`src/rtl/dcache_if_initiator.sv`:
```
// dcache_if_initiator
// Requester side of the split index/tag data-memory interface. Accepts LSU
// load/store ops into a one-entry issue stage, issues the index phase with
// req/gnt, sends the tag (or a kill) the cycle after the grant, and returns one
// registered response per non-killed request, strictly in issue order.

module dcache_if_initiator #(
    parameter int unsigned NR_OUTSTANDING = 2,
    parameter int unsigned INDEX_WIDTH    = 12,
    parameter int unsigned TAG_WIDTH      = 44
) (
    input  logic                   clk_i,
    input  logic                   rst_i,
    input  logic                   lsu_req_valid_i,
    output logic                   lsu_req_ready_o,
    input  logic [63:0]            lsu_addr_i,
    input  logic                   lsu_we_i,
    input  logic [7:0]             lsu_be_i,
    input  logic [63:0]            lsu_wdata_i,
    input  logic                   lsu_kill_i,
    output logic                   lsu_resp_valid_o,
    output logic                   lsu_resp_we_o,
    output logic [63:0]            lsu_resp_rdata_o,
    output logic [INDEX_WIDTH-1:0] data_if_address_index_o,
    output logic [TAG_WIDTH-1:0]   data_if_address_tag_o,
    output logic [63:0]            data_if_data_wdata_o,
    output logic                   data_if_data_req_o,
    output logic                   data_if_data_we_o,
    output logic [7:0]             data_if_data_be_o,
    output logic                   data_if_kill_req_o,
    output logic                   data_if_tag_valid_o,
    input  logic                   data_if_data_gnt_i,
    input  logic                   data_if_data_rvalid_i,
    input  logic [63:0]            data_if_data_rdata_i,
    output logic                   err_o
);

    localparam int unsigned ADDR_W = INDEX_WIDTH + TAG_WIDTH;
    localparam int unsigned PTR_W  = (NR_OUTSTANDING > 1) ? $clog2(NR_OUTSTANDING) : 1;
    localparam int unsigned CNT_W  = $clog2(NR_OUTSTANDING + 1);
    localparam logic [CNT_W-1:0] MAX_CNT  = CNT_W'(NR_OUTSTANDING);
    localparam logic [PTR_W-1:0] LAST_PTR = PTR_W'(NR_OUTSTANDING - 1);

    logic                      issue_valid_q;
    logic [ADDR_W-1:0]         issue_addr_q;
    logic                      issue_we_q;
    logic [7:0]                issue_be_q;
    logic [63:0]               issue_wdata_q;

    logic                      tag_valid_q;
    logic [TAG_WIDTH-1:0]      tag_q;
    logic                      tag_we_q;
    logic [PTR_W-1:0]          tag_idx_q;

    logic [NR_OUTSTANDING-1:0] fifo_we_q;
    logic [NR_OUTSTANDING-1:0] fifo_killed_q;
    logic [PTR_W-1:0]          rd_ptr_q;
    logic [PTR_W-1:0]          wr_ptr_q;
    logic [CNT_W-1:0]          count_q;

    logic                      resp_valid_q;
    logic                      resp_we_q;
    logic [63:0]               resp_rdata_q;
    logic                      err_q;

    logic                      data_req;
    logic                      grant;
    logic                      accept;
    logic                      kill_now;
    logic                      pop;
    logic                      head_killed;
    logic                      unused_upper_addr;

    // Pointer increment that wraps at the FIFO depth, which need not be a power of two.
    function automatic logic [PTR_W-1:0] ptr_inc(input logic [PTR_W-1:0] p);
        return (p == LAST_PTR) ? '0 : p + PTR_W'(1);
    endfunction

    assign unused_upper_addr = ^lsu_addr_i[63:ADDR_W];

    assign data_req        = issue_valid_q & (count_q < MAX_CNT);
    assign grant           = data_req & data_if_data_gnt_i;
    assign lsu_req_ready_o = ~rst_i & (~issue_valid_q | grant);
    assign accept          = lsu_req_valid_i & lsu_req_ready_o;
    assign kill_now        = tag_valid_q & ~tag_we_q & lsu_kill_i;
    assign pop             = data_if_data_rvalid_i & (count_q != '0);
    assign head_killed     = fifo_killed_q[rd_ptr_q] | (kill_now & (tag_idx_q == rd_ptr_q));

    assign data_if_data_req_o      = data_req;
    assign data_if_address_index_o = issue_addr_q[INDEX_WIDTH-1:0];
    assign data_if_data_we_o       = issue_we_q;
    assign data_if_data_be_o       = issue_be_q;
    assign data_if_data_wdata_o    = issue_wdata_q;
    assign data_if_address_tag_o   = tag_q;
    assign data_if_tag_valid_o     = tag_valid_q & ~kill_now;
    assign data_if_kill_req_o      = kill_now;
    assign lsu_resp_valid_o        = resp_valid_q;
    assign lsu_resp_we_o           = resp_we_q;
    assign lsu_resp_rdata_o        = resp_rdata_q;
    assign err_o                   = err_q;

    // Issue stage: capture an accepted op, hold it stable until it is granted.
    always_ff @(posedge clk_i or posedge rst_i) begin
        if (rst_i) begin
            issue_valid_q <= 1'b0;
            issue_addr_q  <= '0;
            issue_we_q    <= 1'b0;
            issue_be_q    <= '0;
            issue_wdata_q <= '0;
        end else if (accept) begin
            issue_valid_q <= 1'b1;
            issue_addr_q  <= lsu_addr_i[ADDR_W-1:0];
            issue_we_q    <= lsu_we_i;
            issue_be_q    <= lsu_be_i;
            issue_wdata_q <= lsu_wdata_i;
        end else if (grant) begin
            issue_valid_q <= 1'b0;
        end
    end

    // Tag stage: lives for exactly the cycle after a grant, remembers its FIFO slot for kills.
    always_ff @(posedge clk_i or posedge rst_i) begin
        if (rst_i) begin
            tag_valid_q <= 1'b0;
            tag_q       <= '0;
            tag_we_q    <= 1'b0;
            tag_idx_q   <= '0;
        end else begin
            tag_valid_q <= grant;
            if (grant) begin
                tag_q     <= issue_addr_q[ADDR_W-1:INDEX_WIDTH];
                tag_we_q  <= issue_we_q;
                tag_idx_q <= wr_ptr_q;
            end
        end
    end

    // Outstanding FIFO: push on grant, mark the tag-stage slot on kill, pop on rvalid.
    always_ff @(posedge clk_i or posedge rst_i) begin
        if (rst_i) begin
            fifo_we_q     <= '0;
            fifo_killed_q <= '0;
            rd_ptr_q      <= '0;
            wr_ptr_q      <= '0;
            count_q       <= '0;
        end else begin
            if (grant) begin
                fifo_we_q[wr_ptr_q]     <= issue_we_q;
                fifo_killed_q[wr_ptr_q] <= 1'b0;
                wr_ptr_q                <= ptr_inc(wr_ptr_q);
            end
            if (kill_now) begin
                fifo_killed_q[tag_idx_q] <= 1'b1;
            end
            if (pop) begin
                rd_ptr_q <= ptr_inc(rd_ptr_q);
            end
            if (grant && !pop) begin
                count_q <= count_q + CNT_W'(1);
            end else if (!grant && pop) begin
                count_q <= count_q - CNT_W'(1);
            end
        end
    end

    // Response register: one-cycle pulse per popped, non-killed entry; stray rvalid sets sticky error.
    always_ff @(posedge clk_i or posedge rst_i) begin
        if (rst_i) begin
            resp_valid_q <= 1'b0;
            resp_we_q    <= 1'b0;
            resp_rdata_q <= '0;
            err_q        <= 1'b0;
        end else begin
            resp_valid_q <= pop & ~head_killed;
            if (pop) begin
                resp_we_q    <= fifo_we_q[rd_ptr_q];
                resp_rdata_q <= data_if_data_rdata_i;
            end
            if (data_if_data_rvalid_i && count_q == '0) begin
                err_q <= 1'b1;
            end
        end
    end

endmodule
```
`config.mk`:
```
export PLATFORM = sky130hd
export DESIGN_NAME = dcache_if_initiator
export DESIGN_NICKNAME = d
export VERILOG_FILES = /design/src/rtl/dcache_if_initiator.sv
export SDC_FILE = /design/constraint.sdc
export NUM_CORES = 1
export LEC_CHECK = 0
export ABC_AREA = 1
export CAP_MARGIN = 20
export CORE_AREA = 2 2 157 159
export DETAILED_ROUTE_END_ITERATION = 16
export DIE_AREA = 0 0 159 161
export DONT_BUFFER_PORTS = 1
export GPL_TIMING_DRIVEN = 0
export PLACE_DENSITY = 0.57
export SETUP_SLACK_MARGIN = 0.5
export SLEW_MARGIN = 10
export SYNTH_ARGS = -nofsm -noshare
export SYNTH_HDL_FRONTEND = slang
export SYNTH_SLANG_ARGS = --single-unit
```
`constraint.sdc`:
```
create_clock -name clk_i -period 16.6 [get_ports clk_i]
set_input_delay 1.66 -clock clk_i [delete_from_list [all_inputs] [get_ports clk_i]]
set_output_delay 1.66 -clock clk_i [all_outputs]
set_load 0.02 [all_outputs]
```
==> results of run 1 <==
[routing by layer]
metal  vias up  track usage, %  wire length [microns]
met5         -               0                      0
met4         0           5.331                    519
met3        32           9.117                   3203
met2       332           38.46                  14330
met1      3642           27.17                  11420
li1       3656               -                      -
[worst register-to-register path, delay by kind of cell (launching register included)]
| family | cells | cell delay (ps) |
|---|---|---|
| adders and majority gates | 1 | 290 |
| buffers and inverters | 2 | 380 |
| DFF | 1 | 510 |
| and+or+nand+nor | 2 | 570 |
| xor gates and xnor gates | 1 | 150 |
[Yosys cell counts (all sizes together)]
library cell and n:
a21oi 2, a21boi 1, nand3b 1, ha 1, o21ai 5, dfrtp 252, nand4 129, nor2 5
inv 14, nand2 608, a31o 1, nand3 4, buf 59, xor2 2, xnor2 1, clkbuf 33
[per-stage QoR]
| stage | instance area [sq um] | setup slack, ps | hold WS [ps] |
|---|---|---|---|
| 5_1_grt | 11440 | 12100 | 481.7 |
| 3_3_place_gp | 10450 | 66.35 | 451.4 |
| 4_1_cts | 11440 | 12140 | 468.4 |
| 2_1_floorplan | 10050 | 4565 | 437.0 |
| 6_report | 11440 | 12200 | 466.7 |
| 3_5_place_dp | 10590 | 12140 | 451.8 |
[cell type report]
cell class | count | area (sq um) | area share [%]
flip-flops and latches | 252 | 6306 | 55.11
multi-input cells | 760 | 3229 | 28.22
clock buffers | 44 | 839.6 | 7.337
plain buffers | 92 | 461.7 | 4.035
well taps | 324 | 405.4 | 3.543
repair buffers | 6 | 135.1 | 1.181
inverters | 14 | 52.55 | 0.4592
clock inverters | 2 | 13.76 | 0.1203
[registers in the layout, summed over array words and instances, names as in the netlist, 2 cells and up]
name,count
issue_addr_q,56
fifo_killed_q,2
count_q,2
fifo_we_q,2
data_if_address_tag_o,44
data_if_data_wdata_o,64
data_if_data_be_o,8
lsu_resp_rdata_o,64
[kinds of logic (layout without fill, tap and decap cells)]
logic type	after synthesis	in the layout	synth area share, %
compound gates	9	9	0.5481
xor+xnor	3	3	0.2616
fa+ha+maj	1	1	0.1245
buf+inv	106	158	5.082
flops	252	252	62.77
simple gates	747	747	31.21
[layout by cell type, fill, tap and decap left out, types with 5 or more instances in the layout]
cell type | Yosys | routed
clkbuf_1 | 33 | 39
clkbuf_8 | 0 | 10
inv_1 | 10 | 10
nand4_1 | 129 | 129
buf_1 | 5 | 5
nor2_1 | 5 | 5
nand2_1 | 608 | 608
buf_4 | 18 | 18
buf_2 | 36 | 36
clkbuf_16 | 0 | 27
dfrtp_1 | 252 | 252
[final timing paths]
check | from | end | slack [ps]
worst max-delay path | data_if_data_gnt_i | lsu_req_ready_o | 12200
worst min-delay path | issue_addr_q[51] | data_if_address_tag_o[39] | 470
worst max register to register | issue_valid_q | count_q[1] | 14590
worst min register to register | issue_addr_q[51] | data_if_address_tag_o[39] | 470
max in group asynchronous | rst_i | lsu_resp_rdata_o[38] | 14090
min in group asynchronous | rst_i | data_if_address_tag_o[42] | 1660
[report_power, final]
group	internal, mW	switching, mW	total [mW]
combinational	0.179	0.334	0.514
sequential	0.886	0.463	1.35
clock	0.342	0.235	0.577
total	1.41	1.03	2.44
==> results.ini, run 1 <==
[outcome]
outcome = finished clean

[pwr]
power.leakage_nw = 6.062
irDropWorstVdd_mv = 0.1193
power.density_nw_per_um2 = 213.1
total_power_mw = 2.439

[sta]
clock.fmax_mhz = 227.1
worstMarginPinSlew_ps = 837.5
min_period_ps = 4403
setup_viol = 0
slew_headroom_pct = 43.96
rsz0062_at_grt = false
tns_ps = 0
drv_slew = 0
fin_crit_sh_pct = 26.53
timing_hold_violations_final = 0
finClkSkew_ps = 6.778

[detailed_routing]
first_pass_iters = 5
routed_via_density = 5.129
routed_wl_mm = 29.47
drt_iter0_drc = 483
wl_per_cell_microns = 19.73
vias = 7662
drt.antenna.violating_nets = 0
drt_drc_violations_left = 0

[clocking]
cts_setup_buffers = 0
cts_resized = 0
clock-sinks = 252
cts_buffers = 27
cts_buffer_depth = 3
clk_pin_slew_worst_paths_ps = 60
hold_buffers = 0
htree_levels = 1
clock_latency_ps = 520
cts_tree = built
cts_root_buf = clkbuf_16

[global_routing]
grt_max_degree = 52
grt_pass1_wl_mm = 45.75
grt_pass1_vias = 7712
grt_usage_pct = 22.65
antenna_found_initial = 0
grt_remaining_overflow = 0

[synthesis]
synth_nets = 1326
avgSynthCellArea_sq_um = 8.986
yosysWarnings = 0
yosysSeqAreaShare_pct = 62.77
yosysUniqueCellTypes = 20
syn_inst = 1118
synth_top_area_cell = dfrtp_1
syn_area_sq_um = 10050
synthTopCellsByArea = dfrtp_1, nand2_1, nand4_1
ys_seq_elements = 252
yosysTopAreaCellShare_pct = 62.77

[final_layout]
diodes = 0
area_delta_synth_final_pct = 13.91
layout.cells.non_filler = 1494
nFillCells = 2376
drive_above_1_share_pct = 9.060
finish.utilization_pct = 47.75
nets = 1361

[floorplan]
io_pins = 407
initial_utilization_pct = 41.92
die-area_sq_um = 25600
core_area_sq_um = 23960
die_w_microns = 159
rows = 57
die_height_microns = 161

[critical_path]
crit_required_ps = 14940
path_buf_inv = 1
worstPathMaxFanout = 10
cp_cell_sequence = nand3_1, buf_2, a21oi_1
ff2ff_path_depth = 6
crit_family = compound AO/OA/AOI/OAI gates
cp.depth = 3
crit_type = in -> out
cp.arrival_ps = 2740
cpPeakStageDelay_ps = 420
cpMaxStageDelayCell = a21oi_1
endpoint_kind = output port
cp-start-kind = primary input

[placed_design]
dp_hpwl_mm = 21.35
dp.cells = 1448
port_buffers = 0
globalplace.congestion = 0.7770

[hold_path]
hold_path_depth = 2
hp-class = reg -> reg

[job]
max_cap_viol_count = 0

(Power assumes the default switching activity.)
==> inputs of run 2 (changes only) <==
--- a/config.mk
+++ b/config.mk
@@ -12,7 +12,7 @@
 export DIE_AREA = 0 0 159 161
 export DONT_BUFFER_PORTS = 1
 export GPL_TIMING_DRIVEN = 0
-export PLACE_DENSITY = 0.57
+export PLACE_DENSITY = 0.59
 export SETUP_SLACK_MARGIN = 0.5
 export SLEW_MARGIN = 10
 export SYNTH_ARGS = -nofsm -noshare
==> constraint.sdc (replaced) <==
create_clock -name clk_i -period 3.9 [get_ports clk_i]
set_input_delay 0.39 -clock clk_i [delete_from_list [all_inputs] [get_ports clk_i]]
set_output_delay 0.39 -clock clk_i [all_outputs]
set_load 0.02 [all_outputs]
==> run 2 against run 1 <==
Against the previous run: sequential share of layout area fell by 8.1 points; critical endpoint unchanged; routed wire length up 6.6%; flip-flop and latch count did not move; final cell count rose by 13%; largest power group unchanged; register-to-register slack got worse by 13000 ps; cell area is 17% higher; first-iteration DRC count decreased by 4.3%; hold slack got worse by 450 ps; non-clock buffer count is 179 higher.
==> results.ini, run 2 (synthesis results as in run 1) <==
[clocking]
clock_latency_ps = 540  ; +20 ps
cts_buffer_depth = 3  ; unchanged
clock-sinks = 252  ; unchanged
clk_pin_slew_worst_paths_ps = 60  ; about the same
cts_buffers = 29  ; +7.4%
htree_levels = 1  ; unchanged
cts_setup_buffers = 0  ; unchanged
cts_tree = built
cts_root_buf = clkbuf_16

[detailed_routing]
drt_iter0_drc = 462  ; -4.3%
first_pass_iters = 5  ; unchanged
routed_via_density = 5.090  ; -0.75%
drt.antenna.violating_nets = 0  ; unchanged
vias = 8556  ; +12%
wl_per_cell_microns = 18.69  ; -5.2%
drt_drc_violations_left = 0  ; unchanged
routed_wl_mm = 31.42  ; +6.6%

[floorplan]
io_pins = 407  ; unchanged
rows = 57  ; unchanged
die_height_microns = 161  ; unchanged
initial_utilization_pct = 41.92  ; unchanged
die_w_microns = 159  ; unchanged
die-area_sq_um = 25600  ; unchanged
core_area_sq_um = 23960  ; unchanged

[final_layout]
layout.cells.non_filler = 1681  ; +13%
final_common_cell = nand2_1
drive_above_1_share_pct = 8.186  ; -0.87 points
area_delta_synth_final_pct = 33.58
layout_common_cells = nand2_1, dfrtp_1, dlygate4sd3_1, nand4_1
nets = 1542  ; +13%

[global_routing]
grt_pass1_wl_mm = 49.40  ; +8.0%
antenna_found_initial = 1  ; +1
grt_max_degree = 155  ; +200%
grt_pass1_vias = 8861  ; +15%
grt_usage_pct = 24.15  ; +1.5 points
grt_remaining_overflow = 0  ; unchanged

[placed_design]
globalplace.congestion = 0.8248  ; +6.2%
port_buffers = 0  ; unchanged
dp.cells = 1443  ; -0.35%
dp_hpwl_mm = 20.95  ; -1.9%

[sta]
clock.fmax_mhz = 376.7
timing_hold_violations_final = 0  ; unchanged
worstMarginPinSlew_ps = 771.1  ; -66.38 ps
fin_crit_sh_pct = 68.07
rsz0062_at_grt = false
tns_ps = 0  ; unchanged
min_period_ps = 2655
finClkSkew_ps = 19.39  ; +12.61 ps
drv_slew = 0  ; unchanged
slew_headroom_pct = 48.59  ; +4.6 points
setup_viol = 0  ; unchanged

[critical_path]
path_buf_inv = 1  ; unchanged
cp-start-kind = flip-flop
cp_cell_sequence = nand3_1, buf_2, a21oi_1
crit_required_ps = 3510  ; -11430 ps
crit_type = reg -> out
cpMaxStageDelayCell = dfrtp_1
cp.arrival_ps = 2260  ; -480 ps
reg2reg_to = count_q[1]
ff2ff_path_depth = 6  ; unchanged
r2r-start = issue_valid_q
crit_family = flip-flops
endpoint_kind = output port
r2r_slack_ps = 1880  ; -12710 ps
cpPeakStageDelay_ps = 490  ; +70 ps
worstPathMaxFanout = 10  ; unchanged

[pwr]
power.leakage_nw = 6.890  ; +14%
power.density_nw_per_um2 = 831.1  ; +290%
irDropWorstVdd_mv = 0.4578  ; +280%

[hold_path]
hold_path_depth = 2  ; unchanged
hp-class = in -> reg
min_to = data_if_data_wdata_o[55]
min_from = lsu_wdata_i[55]

[outcome]
outcome = finished clean

[job]
max_cap_viol_count = 0  ; unchanged

-- run 2: cell types whose count changed in the layout (fill, tap and decap cells not counted), sizes merged --
cell	previous run	this run
diode	0	1
buf	65	60
bufinv	0	7
clkinvlp	0	2
clkinv	2	4
clkbuf	77	71
dlygate4sd3	0	184
inv	14	16
-- run 2: layer usage --
layer  track usage (%)  share of wire [%]
met1             28.95                 39
met2             41.30                 49
met3             7.704                9.3
met4             8.388                3.4
met5                 0                  0
-- run 2: how the worst max path moves through the flow --
stage	slack (ps)	cells past startpoint	from	to
global placement	-680	3	rst_i	lsu_resp_rdata_o[56]
floorplan	740	3	rst_i	count_q[0]
CTS	1170	3	issue_valid_q	lsu_req_ready_o
finish	1250	3	issue_valid_q	lsu_req_ready_o
detailed placement	1340	6	rst_i	data_if_data_wdata_o[55]
global route	1130	3	issue_valid_q	lsu_req_ready_o
-- run 2: what timing repair did --
item | in CTS | in global routing
hold endpoints to repair | 184 | 0
hold buffers | 184 | 0
resized for setup | 0 | 0
-- run 2: power by group --
group	internal (mW)	leakage [nW]	switching, mW	total [mW]
Combinational	0.876	3.24	1.49	2.37
Clock	1.92	0.524	1.10	3.02
Sequential	3.77	3.13	1.99	5.76
Total	6.57	6.89	4.58	11.2
-- run 2: through the flow --
step,cell area [sq um],power [mW],hold slack (ps),util (%),setup slack (ps)
2_1_floorplan,10050,7.147,437.0,-,736.6
3_3_place_gp,10460,7.907,451.2,43.63,-683.1
3_5_place_dp,10500,7.978,451.6,43.82,1344
4_1_cts,13420,11.20,2.953,55.99,1172
5_1_grt,13420,11.82,9.011,56.00,1134
6_report,13420,11.15,19.80,56.00,1245
-- run 2: final cells by class --
type	instances	area, sq um
plain buffers	92	479.2
fillers	2041	10540
clock buffers	38	809.5
diodes	1	2.502
repair buffers	185	1869
inverters	14	52.55
multi-input cells	760	3229
well taps	324	405.4
flip-flops and latches	252	6306
clock inverters	15	265.3
==> inputs of run 3 (changes only) <==
==> constraint.sdc (replaced) <==
create_clock -name clk_i -period 2.2 [get_ports clk_i]
set_input_delay 0.22 -clock clk_i [delete_from_list [all_inputs] [get_ports clk_i]]
set_output_delay 0.22 -clock clk_i [all_outputs]
set_load 0.02 [all_outputs]
==> run 3 against run 2 <==
Against the previous run: core utilization is 0.68 points higher; final cell count is 0.83% higher; first-iteration DRC count rose by 51%; sequential share of layout area is 0.55 points lower; worst setup slack worse by 800 ps; critical path type unchanged.
==> results.ini, run 3 (synthesis results as in run 1) <==
[pwr]
power.leakage_nw = 6.946  ; +0.81%
seqPwrFrac_pct = 52.6  ; +0.9 points
total_power_mw = 19.45  ; +74%
p_sw_mw = 8.115  ; +77%
power.density_nw_per_um2 = 1432  ; +72%
combPwrFrac_pct = 22.6  ; +1.4 points
p_int_mw = 11.33  ; +72%
swShare_pct = 41.73  ; +0.64 points
irDropWorstVdd_mv = 0.7948  ; +74%
power_frac_clock_pct = 24.8  ; -2.3 points

[critical_path]
cp_cell_sequence = inv_4, nand3_4, buf_12, a21oi_4
r2r-start = count_q[1]
cpPeakStageDelay_ps = 440  ; -50 ps
path_buf_inv = 2  ; +1
crit_type = reg -> out
crit_family = flip-flops
cpMaxStageDelayCell = dfrtp_2
crit_required_ps = 1980  ; -1530 ps
worstPathMaxFanout = 4  ; -6
ff2ff_path_depth = 5  ; -1
endpoint_kind = output port
reg2reg_to = issue_addr_q[31]
cp-start-kind = flip-flop
cp.arrival_ps = 1540  ; -720 ps
r2r_slack_ps = 580  ; -1300 ps

[clocking]
cts_tree = built
cts_root_buf = clkbuf_16
clock-sinks = 252  ; unchanged
clk_pin_slew_worst_paths_ps = 60  ; about the same
cts_buffer_depth = 3  ; unchanged
htree_levels = 1  ; unchanged
clock_latency_ps = 530  ; about the same
cts_buffers = 27  ; -6.9%

[detailed_routing]
routed_via_density = 5.112  ; +0.43%
first_pass_iters = 7  ; +2
drt_iter0_drc = 698  ; +51%
vias = 8664  ; +1.3%
wl_per_cell_microns = 18.81  ; +0.62%
routed_wl_mm = 31.88  ; +1.5%
drt_drc_violations_left = 0  ; unchanged
drt.antenna.violating_nets = 0  ; unchanged

[sta]
min_period_ps = 1760
timing_hold_violations_final = 0  ; unchanged
hold_slack_ps = 17.23  ; -2.571 ps
drv_slew = 0  ; unchanged
worstMarginPinSlew_ps = 766.0  ; -5.109 ps
tns_ps = 0  ; unchanged
finClkSkew_ps = 7.993  ; -11.40 ps
clock.fmax_mhz = 568.2
setup_viol = 0  ; unchanged
slew_headroom_pct = 48.93  ; +0.34 points
fin_crit_sh_pct = 79.99
timing.final.ws_setup_ps = 440.2  ; -804.9 ps
rsz0062_at_grt = true

[placed_design]
dpl_worst_slack_ps = -145.2  ; -1489 ps
dpl_cell_area_sq_um = 10500  ; unchanged
dp.cells = 1443  ; unchanged
dp_hpwl_mm = 20.93  ; about the same
port_buffers = 0  ; unchanged
globalplace.congestion = 0.8161  ; -1.1%

[floorplan]
io_pins = 407  ; unchanged
die_height_microns = 161  ; unchanged
die_w_microns = 159  ; unchanged
rows = 57  ; unchanged
initial_utilization_pct = 41.92  ; unchanged
core_area_sq_um = 23960  ; unchanged
die-area_sq_um = 25600  ; unchanged

[final_layout]
layout.cells.non_filler = 1695  ; +0.83%
nets = 1558  ; +1.0%
area_delta_synth_final_pct = 35.21
finish.utilization_pct = 56.68  ; +0.68 points
final_common_cell = nand2_1
drive_above_1_share_pct = 8.978  ; +0.79 points
finalInstanceArea_sq_um = 13580  ; +1.2%
layout_common_cells = nand2_1, dfrtp_1, dlygate4sd3_1, nand4_1, clkbuf_1

[global_routing]
grt_pass1_vias = 8723  ; -1.6%
grt_pass1_wl_mm = 49.62  ; +0.45%
antenna_found_initial = 1  ; unchanged
grt_max_degree = 125  ; -19%
grt_usage_pct = 24.29  ; +0.14 points
grt_remaining_overflow = 0  ; unchanged

[hold_path]
min_to = lsu_resp_valid_o
hold_path_depth = 3  ; +1
min_from = data_if_data_rvalid_i
hp-class = in -> reg

[job]
max_cap_viol_count = 0  ; unchanged

[outcome]
outcome = finished clean

==> run 3: cell count changes in the layout (fill, tap and decap cells not counted), moves of 3 or more <==
cell	previous run	this run
buf_2	36	30
buf_4	18	28
dlygate4sd3_1	184	195
bufinv_16	7	4
==> run 3: metal layers <==
layer	vias up	share of wire [%]	GRT usage [%]	wire, microns
met5	-	0	0	0
met4	0	3.0	8.306	947
met3	59	9.6	7.730	3075
met2	432	48	41.23	15430
met1	4117	39	29.46	12430
li1	4056	-	-	-
==> run 3: how the worst max path moves through the flow <==
stage          startpoint                  endpoint  slack (ps)  depth (start not counted)
4_1_cts        count_q[1]           lsu_req_ready_o         370                          4
3_5_place_dp        rst_i  data_if_data_wdata_o[56]        -150                          6
2_1_floorplan  count_q[1]                count_q[1]         540                          7
3_3_place_gp        rst_i  data_if_data_wdata_o[55]          70                          5
6_report       count_q[1]           lsu_req_ready_o         440                          4
5_1_grt        count_q[1]           lsu_req_ready_o         390                          4
==> run 3: area by class of cell <==
cell class / instances / area, sq um
Antenna cell: 1 / 2.502
Buffer: 92 / 521.8
Clock buffer: 39 / 790.8
Clock inverter: 10 / 158.9
Fill cell: 2062 / 10380
Inverter: 14 / 55.05
Multi-Input combinational cell: 760 / 3283
Sequential cell: 252 / 6309
Tap cell: 324 / 405.4
Timing Repair Buffer: 203 / 2057
==> run 3: power by group through the flow <==
stage	combinational, mW	clock (mW)	sequential [mW]
2_1_floorplan	3.07	0	9.61
3_3_place_gp	3.78	0	10.2
3_5_place_dp	3.91	0	10.2
4_1_cts	4.32	4.93	10.2
5_1_grt	5.04	5.12	10.5
6_report	4.40	4.82	10.2
==> run 3: repair_timing <==
item                                   in CTS  in global routing
cloned                                      1                  0
buffers inserted                            3                  3
gates resized for setup                    23                  6
endpoints found under the hold margin     196                  0
hold buffers                              195                  0
pin swaps                                   2                  3
setup endpoints to repair                 130                102
==> run 3: tightest hold or removal path: stages <==
cell and delay (ps):
nand2_4 90, buf_8 140, nor2_1 50
